File: config.mk
export PLATFORM = sky130hd
export DESIGN_NAME = axi_rd_arbiter
export DESIGN_NICKNAME = d
export VERILOG_FILES = /design/src/rtl/axi_rd_arbiter.sv
export SDC_FILE = /design/constraint.sdc
export NUM_CORES = 1
export LEC_CHECK = 0
export ABC_CLOCK_PERIOD_IN_PS = 5850
export BUFFER_PORTS_ARGS = -buffer_cell sky130_fd_sc_hd__buf_2
export CAP_MARGIN = 25
export CORE_AREA = 10 10 141 143
export DETAILED_ROUTE_END_ITERATION = 12
export DIE_AREA = 0 0 151 153
export SYNTH_ARGS = -nofsm -noshare
export SYNTH_HDL_FRONTEND = slang
export SYNTH_SLANG_ARGS = --single-unit
File: constraint.sdc
create_clock -name clk_i -period 5.85 [get_ports clk_i]
set_clock_uncertainty 0.05 [all_clocks]
set_input_delay 0.8775 -clock clk_i [delete_from_list [all_inputs] [get_ports clk_i]]
set_output_delay 0.8775 -clock clk_i [all_outputs]
set_load 0.1 [all_outputs]
File: src/rtl/axi_rd_arbiter.sv
// Purpose: round-robin share of the axi_shim read channel between NumReq refill requesters; returning beats routed by ID prefix.
// Latency: zero-cycle grant when the shim accepts in the arbitration cycle; beats pass through combinationally.
// Backpressure: an unaccepted request is held (no re-arbitration) until rd_gnt_i; beat ready follows the owning requester's rdy_i.
//
// Ports: clk_i/rst_i (sync active-high); per-requester req_i/gnt_o/addr_i/blen_i/size_i/id_i/lock_i;
//        per-requester rdy_i/valid_o plus broadcast data_o/last_o/id_o/exokay_o; idle_o/err_o status;
//        shim side rd_req_o/rd_gnt_i/rd_addr_o/rd_blen_o/rd_size_o/rd_lock_o/rd_id_o and
//        rd_valid_i/rd_last_i/rd_data_i/rd_id_i/rd_exokay_i/rd_rdy_o.
module axi_rd_arbiter #(
    parameter  int NumReq         = 2,
    parameter  int AxiAddrWidth   = 64,
    parameter  int AxiDataWidth   = 64,
    parameter  int ReqIdWidth     = 4,
    parameter  int BlenWidth      = 2,
    parameter  int MaxOutstanding = 4,
    localparam int IdxW           = $clog2(NumReq),
    localparam int AxiIdWidth     = ReqIdWidth + IdxW,
    localparam int CntW           = $clog2(MaxOutstanding + 1)
) (
    input  logic                           clk_i,
    input  logic                           rst_i,
    input  logic [NumReq-1:0]              req_i,
    output logic [NumReq-1:0]              gnt_o,
    input  logic [NumReq*AxiAddrWidth-1:0] addr_i,
    input  logic [NumReq*BlenWidth-1:0]    blen_i,
    input  logic [NumReq*3-1:0]            size_i,
    input  logic [NumReq*ReqIdWidth-1:0]   id_i,
    input  logic [NumReq-1:0]              lock_i,
    input  logic [NumReq-1:0]              rdy_i,
    output logic [NumReq-1:0]              valid_o,
    output logic [AxiDataWidth-1:0]        data_o,
    output logic                           last_o,
    output logic [ReqIdWidth-1:0]          id_o,
    output logic                           exokay_o,
    output logic                           idle_o,
    output logic                           err_o,
    output logic                           rd_req_o,
    input  logic                           rd_gnt_i,
    output logic [AxiAddrWidth-1:0]        rd_addr_o,
    output logic [BlenWidth-1:0]           rd_blen_o,
    output logic [2:0]                     rd_size_o,
    output logic                           rd_lock_o,
    output logic [AxiIdWidth-1:0]          rd_id_o,
    input  logic                           rd_valid_i,
    input  logic                           rd_last_i,
    input  logic [AxiDataWidth-1:0]        rd_data_i,
    input  logic [AxiIdWidth-1:0]          rd_id_i,
    input  logic                           rd_exokay_i,
    output logic                           rd_rdy_o
);

    typedef enum logic {IDLE, HOLD} state_e;

    state_e          state_q;
    logic [IdxW-1:0] sel_q;
    logic [IdxW-1:0] ptr_q;
    logic [CntW-1:0] cnt_q [NumReq];
    logic            err_q;

    logic [NumReq-1:0] elig;
    logic [NumReq-1:0] cnt_nz;
    logic [NumReq-1:0] hit;
    logic [NumReq-1:0] dec;
    logic [IdxW-1:0]   arb_sel;
    logic              arb_vld;
    logic [IdxW-1:0]   cur_sel;
    logic [IdxW-1:0]   ptr_d;
    logic              grant;
    logic [IdxW-1:0]   owner;
    logic              owner_ok;
    logic              owner_rdy;
    logic              underflow;

    always_comb begin
        for (int i = 0; i < NumReq; i++) begin
            elig[i]   = req_i[i] & (cnt_q[i] < CntW'(MaxOutstanding));
            cnt_nz[i] = (cnt_q[i] != '0);
        end
    end

    // Rotate eligibility so bit 0 is the pointer position; scanning downward
    // lets the lowest rotated offset (closest to ptr) win.
    always_comb begin
        logic [2*NumReq-1:0] rot;
        logic [IdxW:0]       idx;
        rot     = {elig, elig} >> ptr_q;
        idx     = '0;
        arb_sel = '0;
        arb_vld = 1'b0;
        for (int k = NumReq - 1; k >= 0; k--) begin
            if (rot[k]) begin
                idx = {1'b0, ptr_q} + (IdxW+1)'(k);
                if (idx >= (IdxW+1)'(NumReq)) begin
                    idx = idx - (IdxW+1)'(NumReq);
                end
                arb_sel = idx[IdxW-1:0];
                arb_vld = 1'b1;
            end
        end
    end

    assign cur_sel  = (state_q == HOLD) ? sel_q : arb_sel;
    assign rd_req_o = (state_q == HOLD) | arb_vld;
    assign grant    = rd_req_o & rd_gnt_i;
    assign ptr_d    = (cur_sel == IdxW'(NumReq - 1)) ? '0 : cur_sel + IdxW'(1);

    always_comb begin
        for (int i = 0; i < NumReq; i++) begin
            gnt_o[i] = grant & (cur_sel == IdxW'(i));
        end
    end

    assign rd_addr_o = addr_i[cur_sel*AxiAddrWidth +: AxiAddrWidth];
    assign rd_blen_o = blen_i[cur_sel*BlenWidth +: BlenWidth];
    assign rd_size_o = size_i[cur_sel*3 +: 3];
    assign rd_lock_o = lock_i[cur_sel];
    assign rd_id_o   = {cur_sel, id_i[cur_sel*ReqIdWidth +: ReqIdWidth]};

    // Response routing: the ID prefix names the owner. Prefixes beyond NumReq
    // (non power-of-two NumReq) are accepted and dropped so the shim never stalls.
    assign owner    = rd_id_i[AxiIdWidth-1:ReqIdWidth];
    assign owner_ok = ({1'b0, owner} < (IdxW+1)'(NumReq));

    always_comb begin
        owner_rdy = 1'b0;
        underflow = 1'b0;
        for (int i = 0; i < NumReq; i++) begin
            hit[i]     = owner_ok & (owner == IdxW'(i));
            valid_o[i] = rd_valid_i & hit[i];
            owner_rdy  = owner_rdy | (rdy_i[i] & hit[i]);
        end
        rd_rdy_o = owner_ok ? owner_rdy : 1'b1;
        for (int i = 0; i < NumReq; i++) begin
            dec[i]    = rd_valid_i & rd_rdy_o & rd_last_i & hit[i];
            underflow = underflow | (dec[i] & ~gnt_o[i] & ~cnt_nz[i]);
        end
    end

    assign data_o   = rd_data_i;
    assign last_o   = rd_last_i;
    assign id_o     = rd_id_i[ReqIdWidth-1:0];
    assign exokay_o = rd_exokay_i;
    assign err_o    = err_q;
    assign idle_o   = (state_q == IDLE) & ~|cnt_nz;

    always_ff @(posedge clk_i) begin
        if (rst_i) begin
            state_q <= IDLE;
            sel_q   <= '0;
            ptr_q   <= '0;
            err_q   <= 1'b0;
            for (int i = 0; i < NumReq; i++) begin
                cnt_q[i] <= '0;
            end
        end else begin
            case (state_q)
                IDLE: begin
                    if (arb_vld) begin
                        if (rd_gnt_i) begin
                            ptr_q <= ptr_d;
                        end else begin
                            sel_q   <= arb_sel;
                            state_q <= HOLD;
                        end
                    end
                end
                HOLD: begin
                    if (rd_gnt_i) begin
                        ptr_q   <= ptr_d;
                        state_q <= IDLE;
                    end
                end
                default: state_q <= IDLE;
            endcase

            // Grant and final beat in the same cycle cancel out.
            for (int i = 0; i < NumReq; i++) begin
                case ({gnt_o[i], dec[i]})
                    2'b10:   cnt_q[i] <= cnt_q[i] + CntW'(1);
                    2'b01:   if (cnt_nz[i]) cnt_q[i] <= cnt_q[i] - CntW'(1);
                    default: cnt_q[i] <= cnt_q[i];
                endcase
            end

            if ((rd_valid_i & ~owner_ok) | underflow) begin
                err_q <= 1'b1;
            end
        end
    end

endmodule

==> out/results.tsv, run 1 <==
stage	metric	value	unit
setup_path	start_kind	input port	
synth	synthArstFlopShare	0	%
synth	synth-simple-area-share	9.73	%
placement	port_buffers	241	
synth	synth_xor_area_share	0.401	%
routing	drc	0	
synth	synth_nets	475	
sta	tightestPinTransition	566	ps
routing	dr.pass1.iters	4	
global_routing	antenna_found_initial	2	
global_routing	grt_max_degree	46	
synth	syn_inst	240	
routing	drt-initial-drc-count	75	
floorplan	core	17100	um2
clock_network	clkTransAtPathRegs	40	ps
routing	drtAntennaViolNets	0	
floorplan	die_area	23100	um2
setup_path	required	4920	ps
synth	synthFlopType	edfxtp_1	
sta	finalSetupTns	0	ps
synth	synthAdderAreaFrac	4.92	%
synth	syn-cell-area	2190	um2
setup_path	cp.arrival	2750	ps
sta	finalSetupViolCount	0	
power	power_density	287	nW/um2
routing	routed_wl	11300	um
clock_network	cts_hold_buf	0	
synth	synth.most_common_cell	buf_4	
floorplan	initial_core_util	12.8	%
sta	finalHoldViolCount	0	
placement	place_ws	2120	ps
synth	yosysTopAreaCell	buf_4	
layout	final_layout_size_suffix_gt1_share	72.5	%
clock_network	clk_path_buf_depth	2	
sta	maxSlewViolCount	0	
placement	dpl.hpwl	10400	um
clock_network	cts_tree	built	
layout	area_growth	45.4	%
sta	fmax	272	MHz
synth	postSynthAreaPerCell	9.11	um2
layout	nets	643	
layout	fillCellCount	1930	
power	leakage	1.64	nW
clock_network	cts.sinks	10	
synth	yosys-top-cells-count	74 x buf_4, 44 x mux2_2, 30 x mux2_1	
synth	synth_top_family_by_area	multiplexers	
global_routing	grt_first_pass_wirelength	15500	um
setup_path	worstPathMaxFanout	45	
clock_network	h-tree-depth	1	
synth	synth.area.mux_share	38.6	%
floorplan	die_h	153	um
sta	timing.final.crit_period	3680	ps
layout	fin_util	18.6	%
floorplan	num_io_pins	380	
synth	yosysUniqueCellTypes	39	
clock_network	cts_buffers	3	
worst_hold_path	hold_path.class	register to register	
synth	synth_top_area_share	25.4	%
layout	final_cells	633	
clock_network	clock_tree.root_cell	clkbuf_16	
routing	wl_per_cell	17.8	um
sta	relSlewSlack	62.2	%
routing	dr_total_vias	2338	
clock_network	cts_setup_buffers	0	
synth	ys_seq_area_share	11.9	%
synth	synth_compound_area_share	5.32	%
sta	grt_setup_unrepaired	no	
synth	synth_warnings	0	
global_routing	grt_pass1_vias	2482	
routing	routed_via_density	3.69	
global_routing	grtUsageTotal	8.70	%
floorplan	die_w	151	um
job	maxCapViolations	0	
floorplan	rows	48	
placement	dpl_cell_area	3100	um2
synth	synth-seq-cells	10	
placement	post-place-cells	628	
setup_path	crit_path_end_kind	output pin	
synth	synthTopCellsByArea	buf_4 25%, mux2_2 23%, mux2_1 15%, edfxtp_1 8.2%, ha_1 4.0%	
sta	finalCritPeriodShare	62.9	%
global_routing	grt_overflow	0	
status	outcome	complete, no violations	
placement	gp_congestion	0.771	
power	ir_worst_vdd	0.153	mV
layout	design_area	3180	um2
sta	setup_slack	2170	ps
clock_network	cts_resized	0	
synth	synth_edf_count	6	
clock_network	clk_latency	240	ps
setup_path	crit_type	input port to output pin	
path summary, 6_finish.rpt:
kind | from | end | slack, ps | cells past startpoint
worst min register to register | ptr_q$_SDFFE_PP0N_ | ptr_q$_SDFFE_PP0N_ | 430 | 2
worst max register to register | cnt_q[1][2]$_DFFE_PP_ | cnt_q[0][2]$_SDFFCE_PN0P_ | 2950 | 11
worst max-delay path | req_i[0] | rd_addr_o[1] | 2170 | 6
worst min-delay path | ptr_q$_SDFFE_PP0N_ | ptr_q$_SDFFE_PP0N_ | 430 | 2
worst max-delay path: stages:
cell,delay [ps]
buf_2,100
nor3b_2,170
o31ai_4,300
buf_4,530
mux2_2,420
buf_2,300
power breakdown:
| part | leakage (nW) | switching [mW] | total, mW | internal, mW |
|---|---|---|---|---|
| Sequential | 0.0937 | 0.00665 | 0.0916 | 0.0849 |
| Combinational | 1.51 | 0.552 | 0.699 | 0.147 |
| Clock | 0.0385 | 0.0325 | 0.122 | 0.0896 |
| Total | 1.64 | 0.591 | 0.913 | 0.322 |
cells in the final DEF (no fill, tap or decap), types with 3 or more instances in the layout:
| master | Yosys | layout |
|---|---|---|
| buf_2 | 5 | 241 |
| mux2_2 | 44 | 44 |
| mux2_1 | 30 | 30 |
| inv_1 | 12 | 12 |
| nor2_1 | 10 | 10 |
| ha_1 | 7 | 7 |
| edfxtp_1 | 6 | 6 |
| nand2_1 | 5 | 5 |
| nor2b_1 | 4 | 4 |
| o21ai_0 | 4 | 4 |
| dfxtp_1 | 4 | 4 |
| nand2b_1 | 3 | 3 |
| a21oi_1 | 3 | 3 |
| clkbuf_16 | 0 | 3 |
layout make-up:
cell class | instances | area (um2) | area share [%]
Sequential cell | 10 | 260 | 8.19
Clock inverter | 1 | 3.75 | 0.118
Inverter | 12 | 45.0 | 1.42
Antenna cell | 1 | 2.50 | 0.0787
Clock buffer | 3 | 75.1 | 2.36
Multi-Input combinational cell | 138 | 1290 | 40.6
Tap cell | 225 | 282 | 8.86
Timing Repair Buffer | 243 | 1220 | 38.4
registers in the layout (all words and copies together) (netlist names):
| signal | flops |
|---|---|
| sel_q | 1 |
| cnt_q | 6 |
| ptr_q | 1 |
| state_q | 1 |
| err_o | 1 |
per-stage QoR:
step / hold slack [ps] / power [mW]
after detailed placement: 416 / 0.797
after global placement: 413 / 0.794
final: 431 / 0.913
after global routing: 448 / 0.949
after floorplan: 398 / 0.892
after CTS: 431 / 0.923
routing by layer:
metal | track usage, % | up-vias | wire length [um]
li1 | - | 1087 | -
met3 | 4.66 | 23 | 1810
met5 | 0 | - | 13
met1 | 9.16 | 1035 | 4030
met4 | 2.43 | 2 | 191
met2 | 14.7 | 191 | 5220
cells by family after synthesis:
logic type                 Yosys count
buffers and inverters               92
muxes                               75
and+or+nand+nor                     38
AOI/OAI and AO/OA                   16
DFF                                 10
adders and majority gates            8
xor gates and xnor gates             1
Power figures use the tool's default switching activity.
==> inputs of run 2 (changes only) <==
--- a/config.mk
+++ b/config.mk
@@ -5,7 +5,7 @@
 export SDC_FILE = /design/constraint.sdc
 export NUM_CORES = 1
 export LEC_CHECK = 0
-export ABC_CLOCK_PERIOD_IN_PS = 5850
+export ABC_CLOCK_PERIOD_IN_PS = 3750
 export BUFFER_PORTS_ARGS = -buffer_cell sky130_fd_sc_hd__buf_2
 export CAP_MARGIN = 25
 export CORE_AREA = 10 10 141 143
==> constraint.sdc (replaced) <==
create_clock -name clk_i -period 3.75 [get_ports clk_i]
set_clock_uncertainty 0.05 [all_clocks]
set_input_delay 0.5625 -clock clk_i [delete_from_list [all_inputs] [get_ports clk_i]]
set_output_delay 0.5625 -clock clk_i [all_outputs]
set_load 0.1 [all_outputs]
==> run 2 against run 1 <==
Critical endpoint is now rd_addr_o[31]. Sequential power up 56%. Design area rose by 0.39%. Die area did not move.
==> out/results.tsv, run 2 (same netlist as run 1, synthesis figures left out) <==
stage	metric	value	unit	change
status	outcome	complete, no violations		
routing	wl_met1	3720	um	-7.7%
clock_network	clock_tree.root_cell	clkbuf_16		
clock_network	clkTransAtPathRegs	40	ps	about the same
clock_network	cts_setup_buffers	0		unchanged
routing	highest_layer	met5		
setup_path	cp.arrival	2280	ps	-470 ps
floorplan	die_w	151	um	unchanged
sta	finalSetupViolCount	0		unchanged
setup_path	worstSetupStartpoint	cnt_q[1][2]$_DFFE_PP_		
routing	drtAntennaViolNets	0		unchanged
routing	routed_wl	11100	um	-1.6%
clock_network	cts_hold_buf	0		unchanged
sta	setup_slack	861	ps	-1310 ps
job	maxCapViolations	0		unchanged
sta	finalSetupTns	0	ps	unchanged
power	ir_worst_vdd	0.362	mV	+140%
worst_hold_path	hp-start	ptr_q$_SDFFE_PP0N_		
placement	place_ws	778	ps	-1340 ps
setup_path	cp_top_family	buffers and inverters		
sta	finalHoldViolCount	0		unchanged
placement	gp_congestion	0.766		-0.70%
routing	dr.pass1.iters	4		unchanged
placement	dpl.hpwl	10200	um	-2.5%
clock_network	cts_buffers	3		unchanged
global_routing	grt_pass1_vias	2564		+3.3%
routing	drc	0		unchanged
routing	drt-initial-drc-count	52		-31%
layout	top_register	cnt_q		
layout	final_layout_size_suffix_gt1_share	72.5	%	unchanged
setup_path	worst-path-buf-inv	2		-1
floorplan	die_area	23100	um2	unchanged
setup_path	crit_path_end_kind	output pin		
layout	largest_reg_flops	6		unchanged
setup_path	crit_type	register to output pin		
routing	wl_per_cell	17.5	um	-1.6%
clock_network	cts_tree	built		
setup_path	crit_path_top_delay_cell	edfxtp_1		
sta	maxSlewViolCount	0		unchanged
setup_path	crit_chain	nand2b_4, o31ai_4, buf_12, mux2_2, buf_2		
clock_network	cts_resized	0		unchanged
layout	fillCellCount	1909		-1.1%
routing	routed_via_density	3.74		+1.2%
sta	tightestPinTransition	511	ps	-55.0 ps
global_routing	grt_max_degree	56		+22%
layout	area_growth	46.0	%	
power	power_density	448	nW/um2	+56%
clock_network	h-tree-depth	1		unchanged
clock_network	clk_latency	240	ps	about the same
placement	port_buffers	241		unchanged
global_routing	grt_overflow	0		unchanged
setup_path	rr_startpoint	cnt_q[1][2]$_DFFE_PP_		
layout	nets	643		unchanged
sta	finalCritPeriodShare	77.0	%	
power	leakage	1.64	nW	+0.18%
clock_network	clk_path_buf_depth	2		unchanged
global_routing	antenna_found_initial	2		unchanged
floorplan	initial_core_util	12.8	%	unchanged
worst_hold_path	hold_path.class	register to register		
routing	dr_total_vias	2365		+1.2%
routing	met2WireLength	5050	um	-3.2%
sta	fmax	346	MHz	
setup_path	slowest_delay	450	ps	-80 ps
global_routing	grtUsageTotal	8.66	%	-0.043 points
floorplan	die_h	153	um	unchanged
layout	final_common_cell	buf_2		
setup_path	required	3140	ps	-1780 ps
floorplan	core	17100	um2	unchanged
setup_path	worstPathMaxFanout	55		+22%
routing	wl_met3	1920	um	+5.7%
sta	timing.final.crit_period	2890	ps	
setup_path	start_kind	register		
layout	final_cell_mix	241 x buf_2, 44 x mux2_2, 30 x mux2_1		
sta	relSlewSlack	65.5	%	+3.3 points
sta	grt_setup_unrepaired	no		
clock_network	cts.sinks	10		unchanged
global_routing	grt_first_pass_wirelength	15400	um	-0.40%
floorplan	num_io_pins	380		unchanged
floorplan	rows	48		unchanged
-- run 2: cell types whose count changed in the layout (fill, tap and decap cells not counted), sizes merged --
| cell | delta |
|---|---|
| clkbuf | +1 |
| clkinv | -1 |
-- run 2: area by class of cell --
type | count | area (um2) | area share [%]
Antenna cell | 1 | 2.50 | 0.0784
Clock buffer | 4 | 78.8 | 2.47
Inverter | 12 | 45.0 | 1.41
Multi-Input combinational cell | 138 | 1290 | 40.4
Sequential cell | 10 | 260 | 8.16
Tap cell | 225 | 282 | 8.82
Timing Repair Buffer | 243 | 1230 | 38.7
-- run 2: stage by stage --
stage	total power [mW]	hold slack, ps	cell area (um2)	util, %	cells
6_report	1.43	429	3190	18.7	633
5_1_grt	1.49	461	3190	18.7	632
4_1_cts	1.45	429	3190	18.7	632
3_5_place_dp	1.25	423	3110	18.2	628
3_3_place_gp	1.25	431	3110	18.2	628
2_1_floorplan	1.39	398	2190	-	240
-- run 2: power breakdown --
group	total [mW]	switching [mW]	internal, mW
Sequential	0.143	0.0102	0.132
Clock	0.193	0.0503	0.142
Combinational	1.10	0.863	0.233
Total	1.43	0.923	0.508
-- run 2: worst min-delay path, delay by kind of cell (launching register included) --
family	cells	cell delay (ps)
compound gates	1	60
flops	1	310
simple gates	1	50
-- run 2: path summary, 6_finish.rpt --
check,endpoint,slack [ps],cells past startpoint
min reg2reg,ptr_q$_SDFFE_PP0N_,430,2
min,ptr_q$_SDFFE_PP0N_,430,2
max reg2reg,cnt_q[1][2]$_DFFE_PP_,890,9
max,rd_addr_o[31],860,5
-- run 2: metal layers --
metal	track usage (%)	vias to the layer above
li1	-	1089
met1	8.61	1047
met2	14.4	199
met3	4.81	26
met4	3.94	4
met5	0	-
==> inputs of run 3 (changes only) <==
--- a/config.mk
+++ b/config.mk
@@ -5,7 +5,7 @@
 export SDC_FILE = /design/constraint.sdc
 export NUM_CORES = 1
 export LEC_CHECK = 0
-export ABC_CLOCK_PERIOD_IN_PS = 3750
+export ABC_CLOCK_PERIOD_IN_PS = 2500
 export BUFFER_PORTS_ARGS = -buffer_cell sky130_fd_sc_hd__buf_2
 export CAP_MARGIN = 25
 export CORE_AREA = 10 10 141 143
==> constraint.sdc (replaced) <==
create_clock -name clk_i -period 2.5 [get_ports clk_i]
set_clock_uncertainty 0.05 [all_clocks]
set_input_delay 0.375 -clock clk_i [delete_from_list [all_inputs] [get_ports clk_i]]
set_output_delay 0.375 -clock clk_i [all_outputs]
set_load 0.1 [all_outputs]
==> run 3 against run 2 <==
The run now ends with setup timing left. Hold slack worse by 69 ps. Non-clock buffer count rose by 31. Largest cell class is now buffers. Cell count up 4.9%. Flip-flop and latch count stayed put. Power grew 97%. Highest routed layer is now met4. Clock power increased by 73%. Worst setup slack lost 870 ps. Combinational power grew 110%. Design area rose by 48%. Count of clock-buffer cells in the layout unchanged. Register-to-register slack lost 820 ps. Via count rose by 7.4%.
==> out/results.tsv, run 3 (same netlist as run 1, synthesis figures left out) <==
stage	metric	value	unit	change
placement	dpl.hpwl	10800	um	+6.6%
floorplan	die_h	153	um	unchanged
global_routing	grt_pass1_vias	2834		+11%
setup_path	rr_startpoint	cnt_q[1][2]$_DFFE_PP_		
floorplan	die_area	23100	um2	unchanged
power	p_total	2.82	mW	+97%
clock_network	clkTransAtPathRegs	50	ps	about the same
routing	dr_total_vias	2540		+7.4%
layout	seq_area	260	um2	unchanged
layout	final_common_cell	buf_2		
routing	drc	0		unchanged
sta	tightestPinTransition	534	ps	+23.1 ps
routing	routed_wl	13700	um	+23%
clock_network	cts_hold_buf	0		unchanged
job	maxCapViolations	0		unchanged
routing	dr.pass1.iters	4		unchanged
layout	final_layout_size_suffix_gt1_share	84.9	%	+12 points
floorplan	initial_core_util	12.8	%	unchanged
setup_path	crit_type	register to output pin		
global_routing	grtUsageTotal	10.1	%	+1.4 points
routing	wl_per_cell	20.6	um	+18%
worst_hold_path	hold_path.class	input port to register		
global_routing	grt_first_pass_wirelength	17900	um	+16%
sta	grt_setup_unrepaired	yes		
layout	fillCellCount	1751		-8.3%
clock_network	cts.sinks	10		unchanged
sta	finalHoldViolCount	0		unchanged
layout	multi_input_area	1610	um2	+25%
sta	finalSetupTns	-73.0	ps	-73.0 ps
sta	timing.final.crit_period	2510	ps	
power	power_density	596	nW/um2	+33%
floorplan	core	17100	um2	unchanged
sta	holdWs	360	ps	-69.5 ps
global_routing	grt_max_degree	23		-59%
setup_path	start_kind	register		
placement	gp_congestion	0.772		+0.73%
setup_path	cp.arrival	2090	ps	-190 ps
power	leakage	2.28	nW	+39%
setup_path	worstPathMaxFanout	7		-87%
clock_network	clk_latency	240	ps	about the same
setup_path	required	2080	ps	-1060 ps
routing	drt-initial-drc-count	49		-5.8%
global_routing	antenna_found_initial	2		unchanged
global_routing	grt_overflow	0		unchanged
clock_network	cts_buffers	3		unchanged
layout	final_cell_mix	163 x buf_2, 45 x buf_12, 36 x mux2_4		
sta	setup_slack	-12.5	ps	-874 ps
layout	largest_reg_flops	6		unchanged
floorplan	rows	48		unchanged
floorplan	die_w	151	um	unchanged
layout	top_register	cnt_q		
sta	finalCritPeriodShare	100	%	
layout	nets	674		+4.8%
sta	finalSetupViolCount	10		+10
worst_hold_path	hp-start	rd_gnt_i		
setup_path	crit_path_end_kind	output pin		
floorplan	num_io_pins	380		unchanged
layout	area_growth	116	%	
clock_network	cts_tree	built		
placement	port_buffers	241		unchanged
routing	drtAntennaViolNets	0		unchanged
sta	fmax	398	MHz	
clock_network	clock_tree.root_cell	clkbuf_16		
setup_path	worstSetupStartpoint	cnt_q[1][2]$_DFFE_PP_		
status	violations	setup timing		
routing	routed_via_density	3.83		+2.4%
sta	maxSlewViolCount	0		unchanged
power	ir_worst_vdd	0.386	mV	+6.5%
clock_network	h-tree-depth	1		unchanged
status	outcome	complete, but fails checks		
sta	relSlewSlack	64.1	%	-1.5 points
clock_network	clk_path_buf_depth	2		unchanged
[run 3: cell count changes in the layout (fill, tap and decap cells not counted), moves of 4 or more]
| cell | before | now |
|---|---|---|
| mux2_2 | 44 | 26 |
| mux2_1 | 30 | 12 |
| buf_8 | 0 | 5 |
| buf_6 | 0 | 28 |
| buf_12 | 1 | 45 |
| ha_4 | 0 | 4 |
| buf_2 | 241 | 163 |
| ha_1 | 7 | 3 |
| mux2_4 | 0 | 36 |
| buf_4 | 1 | 28 |
[run 3: layer usage]
metal	vias up	GRT usage, %	wire length, um	share of wire, %
li1	1153	-	-	-
met1	1165	10.3	4700	34
met2	208	17.9	6730	49
met3	14	5.17	2030	15
met4	0	2.29	197	1.4
met5	-	0	0	0
[run 3: worst paths after layout]
kind / end / slack [ps] / cells after the start
setup / recovery: rd_addr_o[23] / -10 / 7
hold / removal: state_q$_SDFF_PP0_ / 360 / 2
setup reg to reg: cnt_q[1][2]$_DFFE_PP_ / 70 / 11
hold reg to reg: err_o$_SDFFE_PP0P_ / 430 / 2
[run 3: power breakdown]
part	total, mW	internal [mW]	switching (mW)
Clock	0.333	0.242	0.0909
Sequential	0.216	0.198	0.0172
Combinational	2.27	0.829	1.44
Total	2.82	1.27	1.55
[run 3: timing repair]
action | CTS | global route
pin swaps | 3 | 3
gates cloned | 2 | 3
gates resized for setup | 211 | 84
setup buffers | 7 | 3
endpoints found under the setup margin | 73 | 79
[run 3: critical path, cell delays in order (launching register included)]
cell	delay (ps)
edfxtp_1	430
nand2b_4	180
o31ai_4	200
buf_6	190
buf_12	140
clkbuf_16	150
mux2_2	350
buf_8	180
[run 3: area by class of cell]
type | instances | share of cell area, %
diodes | 1 | 0.0530
inverters | 12 | 1.11
clock buffers | 4 | 1.88
flip-flops and latches | 10 | 5.51
multi-input cells | 138 | 34.0
repair buffers | 274 | 51.4
well taps | 225 | 5.96
[run 3: through the flow]
step	worst slack (ps)	utilization, %	instances	cell area, um2
2_1_floorplan	-249	-	240	2270
3_3_place_gp	-108	20.0	645	3410
3_5_place_dp	-134	20.0	645	3410
4_1_cts	-49.8	25.4	658	4330
5_1_grt	-105	27.7	663	4720
6_report	-12.5	27.7	664	4720
